`src/rtl/f_ifetch_ctrl.sv`:
```
// f_ifetch_ctrl: F-stage fetch controller.
// Issues one outstanding instruction-memory request at a time for the PC held in F_PC.
// It advances F_PC and queues {instr, pc, exc} in a small FIFO that feeds the D stage.
// Out-of-range or misaligned PCs are not fetched; they queue an AdEL entry (exc 4) instead.
// A flush drops everything queued and forgets the in-flight fetch.
// If a response for a dropped fetch is still on its way, DRAIN absorbs it.
module f_ifetch_ctrl #(
    parameter int          DEPTH   = 2,
    parameter logic [31:0] IM_BASE = 32'h0000_3000,
    parameter logic [31:0] IM_TOP  = 32'h0000_6FFC
) (
    input  logic        clk,
    input  logic        reset,
    input  logic [31:0] pc_i,
    output logic        pc_en_o,
    output logic        im_req_o,
    output logic [31:0] im_addr_o,
    input  logic        im_rvalid_i,
    input  logic [31:0] im_rdata_i,
    input  logic        flush_i,
    input  logic        out_ready_i,
    output logic        out_valid_o,
    output logic [31:0] out_instr_o,
    output logic [31:0] out_pc_o,
    output logic [4:0]  out_exc_o
);

    localparam int PW = $clog2(DEPTH);
    localparam int CW = PW + 1;
    localparam logic [CW-1:0] DEPTH_C = CW'(DEPTH);
    localparam logic [4:0] EXC_NONE = 5'd0;
    localparam logic [4:0] EXC_ADEL = 5'd4;

    typedef enum logic [1:0] {IDLE, WAIT, DRAIN} state_t;

    state_t        state;
    logic [31:0]   req_pc;
    logic [31:0]   fifo_instr [DEPTH];
    logic [31:0]   fifo_pc    [DEPTH];
    logic [4:0]    fifo_exc   [DEPTH];
    logic [PW-1:0] rd_ptr;
    logic [PW-1:0] wr_ptr;
    logic [CW-1:0] count;

    logic          legal;
    logic          not_full;
    logic          pc_en;
    logic          req;
    logic          push;
    logic          pop;
    logic [31:0]   push_instr;
    logic [31:0]   push_pc;
    logic [4:0]    push_exc;

    assign legal    = (pc_i[1:0] == 2'b00) && (pc_i >= IM_BASE) && (pc_i <= IM_TOP);
    assign not_full = (count < DEPTH_C);
    assign pop      = (count != '0) && out_ready_i;

    // Decide this cycle's PC advance, fetch request and FIFO push from the fetch state
    always_comb begin
        pc_en      = 1'b0;
        req        = 1'b0;
        push       = 1'b0;
        push_instr = 32'h0;
        push_pc    = 32'h0;
        push_exc   = EXC_NONE;
        case (state)
            IDLE: begin
                if (flush_i) begin
                    pc_en = 1'b1;
                end else if (not_full) begin
                    pc_en = 1'b1;
                    if (legal) begin
                        req = 1'b1;
                    end else begin
                        push     = 1'b1;
                        push_pc  = pc_i;
                        push_exc = EXC_ADEL;
                    end
                end
            end
            WAIT: begin
                if (flush_i) begin
                    pc_en = 1'b1;
                end else if (im_rvalid_i) begin
                    push       = 1'b1;
                    push_instr = im_rdata_i;
                    push_pc    = req_pc;
                end
            end
            DRAIN: begin
                if (flush_i) begin
                    pc_en = 1'b1;
                end
            end
            default: begin
                pc_en = 1'b0;
            end
        endcase
    end

    assign pc_en_o   = pc_en & ~reset;
    assign im_req_o  = req & ~reset;
    assign im_addr_o = (req & ~reset) ? pc_i : 32'h0;

    // Fetch state: wait for the single outstanding response, or drain one that a flush orphaned
    always_ff @(posedge clk) begin
        if (reset) begin
            state  <= IDLE;
            req_pc <= 32'h0;
        end else begin
            case (state)
                IDLE: begin
                    if (!flush_i && not_full && legal) begin
                        req_pc <= pc_i;
                        state  <= WAIT;
                    end
                end
                WAIT: begin
                    if (im_rvalid_i) begin
                        state <= IDLE;
                    end else if (flush_i) begin
                        state <= DRAIN;
                    end
                end
                DRAIN: begin
                    if (im_rvalid_i) begin
                        state <= IDLE;
                    end
                end
                default: begin
                    state <= IDLE;
                end
            endcase
        end
    end

    // FIFO bookkeeping: flush empties the queue and takes priority over push and pop
    always_ff @(posedge clk) begin
        if (reset) begin
            rd_ptr <= '0;
            wr_ptr <= '0;
            count  <= '0;
        end else if (flush_i) begin
            rd_ptr <= '0;
            wr_ptr <= '0;
            count  <= '0;
        end else begin
            if (push) begin
                wr_ptr <= wr_ptr + 1'b1;
            end
            if (pop) begin
                rd_ptr <= rd_ptr + 1'b1;
            end
            case ({push, pop})
                2'b10:   count <= count + 1'b1;
                2'b01:   count <= count - 1'b1;
                default: count <= count;
            endcase
        end
    end

    // FIFO storage: write the new entry at the tail
    always_ff @(posedge clk) begin
        if (!reset && !flush_i && push) begin
            fifo_instr[wr_ptr] <= push_instr;
            fifo_pc[wr_ptr]    <= push_pc;
            fifo_exc[wr_ptr]   <= push_exc;
        end
    end

    assign out_valid_o = (count != '0) && !reset;
    assign out_instr_o = out_valid_o ? fifo_instr[rd_ptr] : 32'h0;
    assign out_pc_o    = out_valid_o ? fifo_pc[rd_ptr]    : 32'h0;
    assign out_exc_o   = out_valid_o ? fifo_exc[rd_ptr]   : 5'h0;

endmodule

```
`config.mk`:
```
export PLATFORM = sky130hd
export DESIGN_NAME = f_ifetch_ctrl
export DESIGN_NICKNAME = d
export VERILOG_FILES = /design/src/rtl/f_ifetch_ctrl.sv
export SDC_FILE = /design/constraint.sdc
export NUM_CORES = 1
export LEC_CHECK = 0
export CAP_MARGIN = 20
export CELL_PAD_IN_SITES_DETAIL_PLACEMENT = 2
export CELL_PAD_IN_SITES_GLOBAL_PLACEMENT = 2
export CORE_ASPECT_RATIO = 0.6
export CORE_MARGIN = 2
export CORE_UTILIZATION = 33
export CTS_CLUSTER_SIZE = 10
export DETAILED_ROUTE_END_ITERATION = 7
export PLACE_DENSITY_LB_ADDON = 0.1
export SLEW_MARGIN = 10
export SYNTH_ARGS = -nofsm -noshare
export SYNTH_HDL_FRONTEND = slang
export SYNTH_SLANG_ARGS = --single-unit
```
`constraint.sdc`:
```
create_clock -name clk -period 7.7 [get_ports clk]
set_clock_uncertainty 0.15 [all_clocks]
set_input_delay 2.31 -clock clk [delete_from_list [all_inputs] [get_ports clk]]
set_output_delay 2.31 -clock clk [all_outputs]
set_load 0.005 [all_outputs]
```
==> qor.txt <==
outcome: complete, no violations
ratio of cells with drive above 1 in the final layout: 0.0996
RSZ-0062 raised after global routing: no
Synth top area share: 0.525
Critical Path Start Type: input pin
first-pass GRT wire length: 31.5 mm
core area: 0.0221 mm2
# diodes: 0
Finished Core Util: 0.442
most frequent CP cell: clkdlybuf4s50_1
Seq cells post-synth: 169
Power Density: 206 mW/mm2
critical-path cell list: clkdlybuf4s50_1 > nor4_4 > o211a_4 > nand3_4 > nor3b_1 > clkdlybuf4s50_1
Lkg Pwr: 3.32 nW
post-synthesis cell count: 560
layout net count: 774
Die W: 198 um
Avg Cell Area, Syn: 13.3 um2
largest area contributor in the netlist: edfxtp_1
row count: 42
All-Layer GR Usage: 0.177
clk buf depth: 2
Synth Area in Compound Gates: 0.0816
mux contribution to synthesized area: 0.0874
vias in the first global route: 5453
TNS Setup: 0 ps
buffers added on ports: 149
ys flop type: edfxtp_1
clk_lat worst skew: 440 ps
Die Span Y: 120 um
final-report max-slew violation count: 0
via count: 4955
Clock Sinks: 169
I/O pins: 173
# DRC: 0
main combinational cell family by area after synthesis: simple AND/OR/NAND/NOR gates
placer congestion estimate: 0.725
CTS resizes: 0
Hold Slack: 312 ps
Post-Synth XOR/XNOR Area: 0.00353
Tmin final: 7100 ps
detailed placement HPWL: 13.2 mm
Worst Setup End Kind: output port
Post-CTS Setup Bufs: 0
CP Class: in2out
Max stage delay cell, worst path: nor4_4
maximum fanout along the worst path: 14
cts hold-fix bufs: 0
Max-Cap Viols: 0
Peak VDD IR: 0.157 mV
DR pass1 iterations: 4
clock-pin transition on the worst setup and hold timing paths: 60 ps
Synth Cell Area: 0.00744 mm2
sequential share of the synthesized area: 0.630
Distinct cells, synth: 49
Final Cycle Share: 0.922
Worst path top cell family by delay: simple AND/OR/NAND/NOR gates
Clock H-tree levels: 4
CTS tree: yes
synthesis-to-layout area growth: 31.1%
final wirelength: 20.3 mm
Adder-Cell Fraction of Synth Area: 0.00841
Commonest cells post-synth: 130 x edfxtp_1, 74 x nor2_1, 65 x mux2i_1
Hold Crit Class: reg2reg
drt via density: 4.96
EDFF count, synth: 130
YS warnings: 0
crit path DAT: 4640 ps
simple logic cell fraction of the synthesized area: 0.137
largest net degree at the start of global routing: 67
Worst Path Buf+Inv: 2
Die Area: 0.0238 mm2
Rel. slew slack: 0.362
Worst Path Required: 5240 ps
max frequency: 141 MHz
initial core utilization: 0.337
Fin. Hold Viols: 0
GRT Residual Overflow: 0
Post-synth ARST share: 0
root buf cell: clkbuf_16
filler cell count: 2158
starting DRC count in detailed routing: 250
initial antenna violation count: 0
final setup fails: 0
Max stage delay on crit path: 570 ps
total CTS buffers: 17
synth top area cells: edfxtp_1 52%, dfxtp_1 10%, mux2i_1 8.7%, and2_1 4.4%, a22o_1 3.8%
Antenna Nets Post-Route: 0
Slew @ Worst Pin: 957 ps
most numerous cell in the Yosys netlist: edfxtp_1
detailed-route wire length per cell: 20.3 um
-- worst paths after layout --
path | startpoint | endpoint | slack, ps | depth (start not counted)
hold reg to reg | req_pc[22]$_SDFFE_PP0P_ | req_pc[22]$_SDFFE_PP0P_ | 310 | 1
setup reg to reg | state[1]$_SDFFE_PP0P_ | count[1]$_SDFFE_PP0P_ | 4460 | 11
setup / recovery | pc_i[18] | im_addr_o[3] | 600 | 6
hold / removal | req_pc[22]$_SDFFE_PP0P_ | req_pc[22]$_SDFFE_PP0P_ | 310 | 1
-- cells by family after synthesis --
logic type,after synthesis
multiplexers,65
adder cells (fa/ha/maj),5
XOR/XNOR,3
AND/OR/NAND/NOR,174
buffers and inverters,68
AO/OA/AOI/OAI,75
other,1
flip-flops,169
-- cell type report --
class	count	area, um2	share of cell area
Multi-Input combinational cell	345	2480	0.254
Clock buffer	18	450	0.0462
Inverter	8	30.0	0.00308
Clock inverter	14	168	0.0172
Tap cell	286	358	0.0367
Sequential cell	169	4690	0.481
Timing Repair Buffer	159	1580	0.162
-- metal layers --
layer	vias to the layer above	track usage	wire, um
met5	-	0	0
met4	0	0.0508	198
met3	15	0.0368	775
met2	105	0.291	9750
met1	2537	0.236	9590
li1	2298	-	-
-- cell usage in the layout, fill, tap and decap left out, types with 3 or more instances in the layout --
cell             count
clkdlybuf4s50_1    149
edfxtp_1           130
nor2_1              73
mux2i_1             65
and2_1              52
dfxtp_1             38
a22o_1              32
conb_1              23
clkbuf_16           18
a21oi_1             15
nand4_1             14
o31ai_1             13
nor3b_2              9
buf_4                9
inv_1                6
inv_6                6
ha_1                 5
clkinv_8             5
nor3b_1              4
nand2_1              3
inv_8                3
-- worst reg2reg max path, stage by stage (launching register included) --
cell     delay, ps
dfxtp_1        370
inv_1          100
ha_1           280
and2_1         240
buf_4          330
o21ai_2        140
inv_2          560
nor2_1         120
ha_1           270
xnor2_1        150
or3_1          320
a21oi_1        150
-- registers in the layout (all words and copies together) (netlist names), named ones only --
name        cells
fifo_instr     64
fifo_pc        64
req_pc         32
count           2
fifo_exc        2
state           2
rd_ptr          1
wr_ptr          1
-- power breakdown --
group | leakage (nW) | internal (mW) | switching, mW
clock network | 0.302 | 0.459 | 0.420
logic | 1.38 | 0.0668 | 0.0703
registers | 1.63 | 0.987 | 0.00592
-- through the flow --
step	total power, mW	area (um2)	std cells	setup WS, ps
after floorplan	1.08	7520	582	974
after CTS	2.03	9760	999	613
after global placement	1.15	9140	967	671
final	2.01	9760	999	598
after detailed placement	1.15	9140	967	627
after global routing	2.08	9760	999	482
(Power assumes the default switching activity.)
